==> src/rtl/pipeline_pkg.sv <==
// Shared pipeline definitions: memory-stage state encoding, timeout default
// and a word-alignment helper.
package pipeline_pkg;

    typedef enum logic [1:0] {
        IDLE = 2'd0,
        REQ  = 2'd1,
        WB   = 2'd2
    } state_t;

    localparam int TIMEOUT_CYC_DEFAULT = 255;

    function automatic logic [31:0] word_align(input logic [31:0] addr);
        return {addr[31:2], 2'b00};
    endfunction

endpackage

==> src/rtl/ack_timer.sv <==
// Counts memory wait cycles; expired marks the cycle that would make the
// MAX_CYC-th consecutive wait without an acknowledge.
module ack_timer
    import pipeline_pkg::*;
#(
    parameter int MAX_CYC = TIMEOUT_CYC_DEFAULT
) (
    input  logic clk,
    input  logic rst,
    input  logic clear,
    input  logic enable,
    output logic expired
);

    localparam int CNT_W = $clog2(MAX_CYC + 1);

    logic [CNT_W-1:0] count;

    assign expired = enable && (count == CNT_W'(MAX_CYC - 1));

    always_ff @(posedge clk) begin
        if (rst || clear) begin
            count <= '0;
        end else if (enable && !expired) begin
            count <= count + CNT_W'(1);
        end
    end

endmodule

==> src/rtl/mem_stage.sv <==
// Pipeline memory stage: issues one load/store at a time to data memory and
// produces a single-cycle writeback strobe, aborting on an ack timeout.
module mem_stage
    import pipeline_pkg::*;
#(
    parameter int TIMEOUT_CYC = TIMEOUT_CYC_DEFAULT,
    parameter int ADDR_W      = 32
) (
    input  logic              clk,
    input  logic              rst,
    input  logic              valid_in,
    output logic              ready_out,
    input  logic [31:0]       alu_result,
    input  logic [31:0]       store_data,
    input  logic [4:0]        rd_in,
    input  logic              is_write_in,
    input  logic              is_store_in,
    input  logic              is_load_in,
    input  logic              is_branch,
    output logic              mem_req,
    output logic              mem_we,
    output logic [ADDR_W-1:0] mem_addr,
    output logic [31:0]       mem_wdata,
    input  logic              mem_ack,
    input  logic [31:0]       mem_rdata,
    output logic              wb_valid,
    output logic              wb_we,
    output logic [4:0]        wb_rd,
    output logic [31:0]       wb_data,
    output logic              mem_err
);

    state_t      state;
    logic        op_load;
    logic [4:0]  op_rd;
    logic [31:0] op_alu;
    logic        take_load;
    logic        take_store;
    logic        timer_clear;
    logic        timer_enable;
    logic        timer_expired;

    // Branches never touch memory; a load flag outranks a store flag.
    assign take_load  = is_load_in && !is_branch;
    assign take_store = is_store_in && !is_load_in && !is_branch;
    assign ready_out  = (state == IDLE);

    assign timer_clear  = (state != REQ);
    assign timer_enable = (state == REQ) && !mem_ack;

    ack_timer #(
        .MAX_CYC (TIMEOUT_CYC)
    ) u_ack_timer (
        .clk     (clk),
        .rst     (rst),
        .clear   (timer_clear),
        .enable  (timer_enable),
        .expired (timer_expired)
    );

    always_ff @(posedge clk) begin
        if (rst) begin
            state     <= IDLE;
            op_load   <= 1'b0;
            op_rd     <= '0;
            op_alu    <= '0;
            mem_req   <= 1'b0;
            mem_we    <= 1'b0;
            mem_addr  <= '0;
            mem_wdata <= '0;
            wb_valid  <= 1'b0;
            wb_we     <= 1'b0;
            wb_rd     <= '0;
            wb_data   <= '0;
            mem_err   <= 1'b0;
        end else begin
            case (state)
                IDLE: begin
                    if (valid_in) begin
                        op_load   <= take_load;
                        op_rd     <= rd_in;
                        op_alu    <= alu_result;
                        mem_we    <= take_store;
                        mem_addr  <= ADDR_W'(word_align(alu_result));
                        mem_wdata <= store_data;
                        if (take_load || take_store) begin
                            mem_req <= 1'b1;
                            state   <= REQ;
                        end else begin
                            wb_valid <= 1'b1;
                            wb_we    <= is_write_in && !is_branch;
                            wb_rd    <= rd_in;
                            wb_data  <= alu_result;
                            state    <= WB;
                        end
                    end
                end
                REQ: begin
                    // An ack arriving on the last allowed cycle still counts as success.
                    if (mem_ack) begin
                        mem_req  <= 1'b0;
                        wb_valid <= 1'b1;
                        wb_we    <= op_load;
                        wb_rd    <= op_rd;
                        wb_data  <= op_load ? mem_rdata : op_alu;
                        state    <= WB;
                    end else if (timer_expired) begin
                        mem_req  <= 1'b0;
                        mem_err  <= 1'b1;
                        wb_valid <= 1'b1;
                        wb_we    <= 1'b0;
                        wb_rd    <= op_rd;
                        wb_data  <= op_alu;
                        state    <= WB;
                    end
                end
                WB: begin
                    wb_valid <= 1'b0;
                    state    <= IDLE;
                end
                default: begin
                    state <= IDLE;
                end
            endcase
        end
    end

endmodule

==> config.mk <==
export PLATFORM = sky130hd
export DESIGN_NAME = mem_stage
export DESIGN_NICKNAME = d
export VERILOG_FILES = /design/src/rtl/pipeline_pkg.sv /design/src/rtl/ack_timer.sv /design/src/rtl/mem_stage.sv
export SDC_FILE = /design/constraint.sdc
export NUM_CORES = 1
export LEC_CHECK = 0
export ABC_CLOCK_PERIOD_IN_PS = 1700
export BUFFER_PORTS_ARGS = -buffer_cell sky130_fd_sc_hd__buf_2
export CAP_MARGIN = 0
export CORE_MARGIN = 2
export CORE_UTILIZATION = 44
export CTS_CLUSTER_DIAMETER = 50
export CTS_CLUSTER_SIZE = 20
export DETAILED_ROUTE_END_ITERATION = 12
export GPL_TIMING_DRIVEN = 0
export PLACE_DENSITY = 0.72
export SLEW_MARGIN = 20
export SYNTH_ARGS = -nofsm -noshare
export SYNTH_HDL_FRONTEND = slang
export SYNTH_SLANG_ARGS = --single-unit
==> constraint.sdc <==
create_clock -name clk -period 1.7 [get_ports clk]
set_input_delay 0.34 -clock clk [delete_from_list [all_inputs] [get_ports clk]]
set_output_delay 0.34 -clock clk [all_outputs]
set_load 0.03 [all_outputs]
==> results_dict.tcl, run 1 <==
set metrics [dict create \
    async_flop_share_pct 0 \
    drt-total-wl_um 18740 \
    worst_setup_path_start_kind "register" \
    crit_fanout 6 \
    layout_worst_path_cycle_share_pct 96.85 \
    die_w_um 116.0 \
    grt_pass1_wl_um 28100 \
    clock-root-buffer "clkbuf_16" \
    seq_area_um2 2450 \
    min_path_type "in2reg" \
    yosys.area_share.simple_pct 13.71 \
    wl_per_cell_um 16.97 \
    synth_edf_count 0 \
    yosys_warnings 0 \
    finalCriticalPeriod_ps 1646 \
    synth_top_flop_cell "dfxtp_1" \
    htreeDepth 4 \
    startpoint "u_ack_timer.count[2]" \
    synth_top_family_by_area "compound AO/OA/AOI/OAI gates" \
    finalInstanceArea_um2 7601 \
    ctsLongestPathBuffers 2 \
    synth_area_um2 5522 \
    insertion_delay_ps 420 \
    drc 0 \
    synth-xor-area-share_pct 0.4759 \
    hp-start "store_data[7]" \
    yosysUniqueCellTypes 41 \
    first_pass_iters 6 \
    arrival_ps 1970 \
    multi_input_area_um2 2615 \
    synth_compound_area_share_pct 31.66 \
    antenna_cells 0 \
    slew_violations 0 \
    vias 6027 \
    final_cells 1104 \
    fp-row-count 40 \
    grt_usage_pct 27.38 \
    drt_iter0_markers 511 \
    die_area_um2 13460 \
    die_y_um 116.0 \
    ctsHoldBuffers 0 \
    final_common_cell "buf_2" \
    synth_mux_area_share_pct 0 \
    antenna_found_initial 0 \
    crit_path_end_kind "register" \
    hold_viol 0 \
    synth_fa_ha_area_share_pct 0.4532 \
    clock-sinks 122 \
    fmax_mhz 607.4 \
    first_global_vias 5438 \
    max_slew_margin_pct 54.93 \
    io_pins 216 \
    syn_area_per_cell_um2 8.108 \
    yosysSeqAreaShare_pct 44.23 \
    grt_max_degree 17 \
    skew_ps 8.372 \
    dpl.cell_count 1062 \
    drive_above_1_share_pct 35.79 \
    initial_core_util_pct 45.59 \
    dp_hpwl_um 12900 \
    fin_nets 1035 \
    path_clk_slew_ps 60 \
    synthToLayoutAreaGrowth_pct 37.66 \
    reg2reg_slack_ps 50 \
    leakage_nw 3.300 \
    final_cell_mix "buf_2, nand2_1, dfxtp_1" \
    cts_made_buffers 17 \
    vias_per_cell 5.459 \
    syn_inst 681 \
    worst-setup-path-type "reg2reg" \
    place_area_um2 6799 \
    critPathRequiredTime_ps 2020 \
    cts_tree "built" \
    setup_viol 0 \
    fill_cells 1161 \
    worstMarginPinSlew_ps 676.0 \
    status "finished, final reports clean" \
    place_congestion 0.8512 \
    ys_seq_elements 122 \
    place_ws_ps -441.6 \
    worst_slack_ps 53.51 \
    r2r-start "u_ack_timer.count[2]" \
    drv_cap 0 \
    grt_overflow 0 \
    port_buffers 212 \
    p_per_area_nw_per_um2 1092 \
    ant_nets 0 \
    peakVddDrop_mv 0.8091 \
    coreArea_um2 12110 \
]
[power by group]
| part | switching [mW] | internal [mW] | leakage (nW) |
|---|---|---|---|
| clock network | 1.26 | 2.32 | 0.277 |
| registers | 0.112 | 3.05 | 1.00 |
| logic | 1.01 | 0.541 | 2.02 |
[layer usage]
| metal | wire [µm] | share of wire [%] | GRT usage (%) | vias to the layer above |
|---|---|---|---|---|
| li1 | - | - | - | 2905 |
| met1 | 7930 | 42 | 35.69 | 2811 |
| met2 | 8746 | 47 | 42.96 | 298 |
| met3 | 1899 | 10 | 9.467 | 13 |
| met4 | 158 | 0.84 | 8.492 | 0 |
| met5 | 0 | 0 | 0 | - |
[cell families after synthesis]
family | count (synthesis)
AND/OR/NAND/NOR | 184
buffers and inverters | 102
flip-flops | 122
XOR/XNOR | 3
adder cells (fa/ha/maj) | 2
AO/OA/AOI/OAI | 267
other | 1
[repair_timing]
action | CTS | global route
resized for setup | 32 | 52
endpoints found under the setup margin | 112 | 101
setup buffers | 5 | 3
gates cloned | 0 | 4
pin swaps | 1 | 3
[cells in the mapped netlist, types with 2 or more instances]
cell	number	area [µm²]
a311o_1	32	320.3
nor2_1	10	37.54
o21ai_0	2	10.01
nand2b_1	2	12.51
a21oi_1	117	585.6
a211oi_1	3	22.52
nand3_1	2	10.01
nand2_1	153	574.3
o21ai_1	34	170.2
nand4_1	3	18.77
a21boi_0	32	240.2
nor3_1	2	10.01
buf_2	7	35.03
a31oi_1	2	12.51
a311oi_1	5	43.79
o2111ai_1	32	280.3
buf_4	34	255.2
clkbuf_1	53	198.9
ha_1	2	25.02
o211ai_1	2	15.01
xor2_1	2	17.52
dfxtp_1	122	2442
inv_1	3	11.26
or3_1	3	18.77
buf_1	5	18.77
and3_1	2	12.51
[through the flow]
| step | util [%] | total power [mW] | setup TNS (ps) | hold slack (ps) |
|---|---|---|---|---|
| 2_1_floorplan | - | 4.191 | 0 | 432.5 |
| 3_3_place_gp | 56.14 | 4.708 | -21750 | 439.4 |
| 3_5_place_dp | 56.14 | 4.720 | -23250 | 443.2 |
| 4_1_cts | 61.69 | 8.307 | 0 | 141.8 |
| 5_1_grt | 62.76 | 8.606 | -57.30 | 149.3 |
| 6_report | 62.76 | 8.303 | 0 | 150.8 |
[critical path: stages (launching register included)]
cell      delay [ps]
dfxtp_1          410
nand4_1          270
o21ai_4          350
buf_6            180
a21oi_1           60
a311oi_1         270
[area by class of cell]
| class | instances | area share, % |
|---|---|---|
| buffer | 98 | 7.835 |
| timing repair buffer | 223 | 15.01 |
| multi-input combinational | 459 | 34.40 |
| tap | 168 | 2.765 |
| clock buffer | 23 | 6.025 |
| sequential | 122 | 32.23 |
| clock inverter | 8 | 1.580 |
| inverter | 3 | 0.1481 |
[worst paths after layout]
check	end	cells past startpoint
setup / recovery	wb_rd[1]	5
hold / removal	mem_wdata[7]	3
setup reg to reg	wb_rd[1]	5
hold reg to reg	mem_wdata[8]	2
[flip-flops by register name (all words and copies together), names as in the netlist]
signal             count
op_rd                  5
op_load                1
mem_req                1
wb_we                  1
mem_err                1
mem_wdata             32
u_ack_timer.count      8
wb_rd                  5
mem_we                 1
wb_valid               1
wb_data               32
op_alu                32
state                  2
No activity file was read; power rests on OpenSTA's default activity.
==> run 2, diff against run 1 <==
- ABC_CLOCK_PERIOD_IN_PS: 1700 -> 1500
- clock period: 1.7 -> 1.5 ns (I/O delays scaled with it)
==> run 2 against run 1 <==
Effect of this change: the flow now finishes with violations (negative setup slack); first-iteration DRC count is 16% lower; clock-buffer cell count is 5 lower; sequential cell count stayed put; sequential power is 13% higher; largest cell class unchanged.
==> results_dict.tcl, run 2 (synthesis gave the netlist of run 1 again) <==
set metrics [dict create \
    status "complete, but fails checks" \
    failed_checks "negative setup slack" \
    cp.buffers_inverters 3 \
    synthToLayoutAreaGrowth_pct 53.84 \
    cts_tree "built" \
    die_w_um 116.0 \
    first_global_vias 5507 \
    layout_worst_path_cycle_share_pct 106.6 \
    cp_slowest_cell "dfxtp_4" \
    wl_per_cell_um 17.37 \
    clock-root-buffer "clkbuf_16" \
    first_pass_iters 4 \
    final_cell_mix "buf_2, nand2_1, dfxtp_1" \
    p_per_area_nw_per_um2 1195 \
    arrival_ps 1880 \
    r2r_cells 8 \
    hold_viol 0 \
    finalInstanceArea_um2 8494 \
    tns_ps -1011 \
    drive_above_1_share_pct 44.98 \
    critPathTopFamily "simple AND/OR/NAND/NOR gates" \
    leakage_nw 3.606 \
    clock-sinks 122 \
    grt_pass1_wl_um 28400 \
    coreArea_um2 12110 \
    vias_per_cell 5.473 \
    crit_fanout 8 \
    path_clk_slew_ps 60 \
    worstMarginPinSlew_ps 606.4 \
    initial_core_util_pct 45.59 \
    dp_hpwl_um 12940 \
    htreeDepth 4 \
    fp-row-count 40 \
    die_y_um 116.0 \
    drv_cap 0 \
    timing.hold.ws_ps 110.9 \
    ctsLongestPathBuffers 2 \
    vias 6152 \
    grt_max_degree 17 \
    insertion_delay_ps 420 \
    dpl.cell_count 1062 \
    fmax_mhz 625.3 \
    cts_made_buffers 17 \
    hold_depth 3 \
    peakVddDrop_mv 0.9007 \
    min_path_type "in2reg" \
    drt-total-wl_um 19530 \
    cp.depth 8 \
    final_common_cell "buf_2" \
    critPathRequiredTime_ps 1780 \
    fill_cells 1006 \
    largestRegisters "mem_wdata x32, op_alu x32, wb_data x32" \
    drt_iter0_markers 428 \
    crit_chain "inv_2 > ha_4 > and3_4 > a21boi_4 > buf_6 > buf_12 > nor2_4 > a311oi_2" \
    rsz0062_at_grt "true" \
    grt_usage_pct 27.35 \
    ant_nets 0 \
    antenna_found_initial 0 \
    worst-setup-path-type "reg2reg" \
    skew_ps 5.495 \
    worst_slack_ps -99.25 \
    port_buffers 212 \
    io_pins 216 \
    finalCriticalPeriod_ps 1599 \
    setup_viol 25 \
    die_area_um2 13460 \
    max_slew_margin_pct 59.58 \
    worst_setup_path_start_kind "register" \
    final_cells 1124 \
    crit_path_end_kind "register" \
    slew_violations 0 \
    drc 0 \
    antenna_cells 0 \
    fin_nets 1054 \
    grt_overflow 0 \
    slowest_delay_ps 340 \
    place_congestion 0.8294 \
    ctsHoldBuffers 0 \
    place_area_um2 6823 \
]
-- run 2: cell types whose count changed in the layout (fill, tap and decap cells not counted), moves of 11 or more --
| cell | before | now |
|---|---|---|
| o2111ai_1 | 32 | 9 |
| buf_8 | 0 | 11 |
| clkbuf_1 | 31 | 18 |
| o2111ai_2 | 0 | 14 |
-- run 2: layer usage --
metal	up-vias	track usage, %	part of all wire [%]
li1	2953	-	-
met1	2882	35.87	41
met2	285	43.24	48
met3	32	8.839	8.5
met4	0	8.175	1.9
met5	-	0	0
-- run 2: repair_timing --
| action | 4_1_cts | 5_1_grt |
|---|---|---|
| pin swaps | 8 | 68 |
| gates cloned | 4 | 2 |
| setup endpoints to repair | 118 | 93 |
| gates resized for setup | 71 | 147 |
| buffers inserted | 13 | 13 |
-- run 2: layout make-up --
class	count	area (µm²)	share of cell area, %
clock inverter	14	220.2	2.592
sequential	122	2464	29.00
clock buffer	18	439.2	5.170
inverter	3	11.26	0.1326
buffer	98	723.2	8.514
tap	168	210.2	2.475
timing repair buffer	243	1401	16.50
multi-input combinational	458	3025	35.62
-- run 2: final timing paths --
kind / from / to / slack (ps)
worst max-delay path: u_ack_timer.count[0] / wb_rd[3] / -100
worst min-delay path: store_data[30] / mem_wdata[30] / 110
worst max register to register: u_ack_timer.count[0] / wb_rd[3] / -100
worst min register to register: mem_wdata[5] / mem_wdata[5] / 450
-- run 2: through the flow --
| step | power [mW] | worst slack (ps) | util (%) |
|---|---|---|---|
| after detailed placement | 5.355 | -558.6 | 56.33 |
| after global routing | 10.50 | -142.3 | 70.13 |
| after CTS | 9.940 | -63.39 | 64.87 |
| final | 10.15 | -99.25 | 70.13 |
| after floorplan | 4.755 | 3.683 | - |
| after global placement | 5.336 | -532.2 | 56.33 |
-- run 2: tightest hold or removal path, delay by kind of cell --
kind | cells | cell delay, ps
simple gates | 1 | 40
compound gates | 1 | 50
buf+inv | 1 | 90
-- run 2: report_power, final --
| group | switching, mW | internal (mW) |
|---|---|---|
| Clock | 1.57 | 3.00 |
| Sequential | 0.131 | 3.46 |
| Combinational | 1.25 | 0.753 |
| Total | 2.95 | 7.21 |
==> run 3, diff against run 2 <==
- PLACE_DENSITY: 0.72 -> default
- PLACE_DENSITY_LB_ADDON: default -> 0.3
- SETUP_SLACK_MARGIN: default -> 0.02
==> run 3 against run 2 <==
Effect of this change: combinational power decreased by 6%; global-route usage increased by 0.11 points; utilization decreased by 3.6 points; the run still ends with negative setup slack left; highest routed layer unchanged; clock-buffer cell count increased by 3.
==> results_dict.tcl, run 3 (synthesis gave the netlist of run 1 again) <==
set metrics [dict create \
    port_buffers 212 \
    largestRegisters "mem_wdata x32, op_alu x32, wb_data x32" \
    clock-sinks 122 \
    wl_per_cell_um 17.30 \
    grt_max_degree 17 \
    grt_pass1_wl_um 28410 \
    cts_made_buffers 17 \
    skew_ps 7.599 \
    worst_slack_ps -63.83 \
    ctsHoldBuffers 0 \
    path_clk_slew_ps 60 \
    p_per_area_nw_per_um2 1207 \
    die_y_um 116.0 \
    place_congestion 0.8818 \
    synthToLayoutAreaGrowth_pct 45.98 \
    vias_per_cell 5.528 \
    clock-root-buffer "clkbuf_16" \
    setup_viol 28 \
    min_path_type "in2reg" \
    fp-row-count 40 \
    io_pins 216 \
    crit_path_end_kind "register" \
    antenna_cells 0 \
    critPathRequiredTime_ps 1860 \
    worst_setup_path_start_kind "register" \
    initial_core_util_pct 45.59 \
    die_w_um 116.0 \
    peakVddDrop_mv 0.8826 \
    drive_above_1_share_pct 42.31 \
    drt_iter0_markers 615 \
    first_global_vias 5645 \
    fmax_mhz 639.5 \
    cts_tree "built" \
    worst-setup-path-type "reg2reg" \
    antenna_found_initial 0 \
    finalCriticalPeriod_ps 1564 \
    drv_cap 0 \
    final_common_cell "buf_2" \
    grt_overflow 0 \
    grt_usage_pct 27.45 \
    max_slew_margin_pct 54.27 \
    fill_cells 1064 \
    final_cell_mix "buf_2, nand2_1, dfxtp_1" \
    arrival_ps 1920 \
    failed_checks "negative setup slack" \
    status "complete, but fails checks" \
    power.total_mw 9.728 \
    vias 6142 \
    dp_hpwl_um 12760 \
    slew_violations 0 \
    drc 0 \
    coreArea_um2 12110 \
    leakage_nw 3.454 \
    fin_util_pct 66.55 \
    htreeDepth 4 \
    place_area_um2 6833 \
    crit_fanout 6 \
    layout_worst_path_cycle_share_pct 104.3 \
    insertion_delay_ps 430 \
    rsz0062_at_grt "true" \
    finalInstanceArea_um2 8060 \
    ctsLongestPathBuffers 2 \
    fin_nets 1041 \
    hold_viol 0 \
    place_ws_ps -502.0 \
    drt-total-wl_um 19220 \
    ant_nets 0 \
    die_area_um2 13460 \
    first_pass_iters 5 \
    worstMarginPinSlew_ps 685.9 \
]
[run 3: timing repair]
action | in CTS | in global routing
cloned | 3 | 1
gates resized for setup | 82 | 61
setup buffers | 11 | 4
pin swaps | 8 | 34
endpoints found under the setup margin | 119 | 68
[run 3: through the flow]
step,setup TNS (ps),hold slack (ps),cells
after global placement,-36910,438.5,1062
final,-967.1,104.1,1111
after detailed placement,-39780,444.7,1062
after CTS,-568.2,97.94,1107
after global routing,-4872,111.2,1111
after floorplan,0,432.5,682
[run 3: area by class of cell]
type	count	area [µm²]	share of cell area, %
inverter	3	11.26	0.1397
buffer	98	673.1	8.351
timing repair buffer	230	1249	15.49
clock buffer	21	470.5	5.837
sequential	122	2465	30.58
clock inverter	11	143.9	1.785
tap	168	210.2	2.608
multi-input combinational	458	2838	35.21
[run 3: critical path, cell delays in order (launching register included)]
cell       delay, ps
dfxtp_4          370
nand4_1          220
o21ai_4          360
buf_6            160
buf_8            120
o2111ai_2        120
a21oi_1          140
[run 3: where the power goes]
group          internal, mW  switching, mW  total (mW)
combinational         0.681           1.20        1.88
clock                  2.73           1.53        4.26
sequential             3.46          0.135        3.59
[run 3: worst paths after layout]
path | endpoint | depth (start not counted) | start | slack, ps
worst max-delay path | wb_data[27] | 6 | u_ack_timer.count[2] | -60
worst min register to register | mem_wdata[4] | 2 | mem_wdata[4] | 450
worst max register to register | wb_data[27] | 6 | u_ack_timer.count[2] | -60
worst min-delay path | mem_wdata[22] | 3 | store_data[22] | 100
[run 3: layer usage]
| layer | vias to the layer above | GRT usage, % | share of wire [%] |
|---|---|---|---|
| met1 | 2861 | 34.61 | 41 |
| met3 | 32 | 8.002 | 9.8 |
| li1 | 2923 | - | - |
| met4 | 0 | 12.62 | 1.8 |
| met5 | - | 0 | 0 |
| met2 | 326 | 43.55 | 48 |
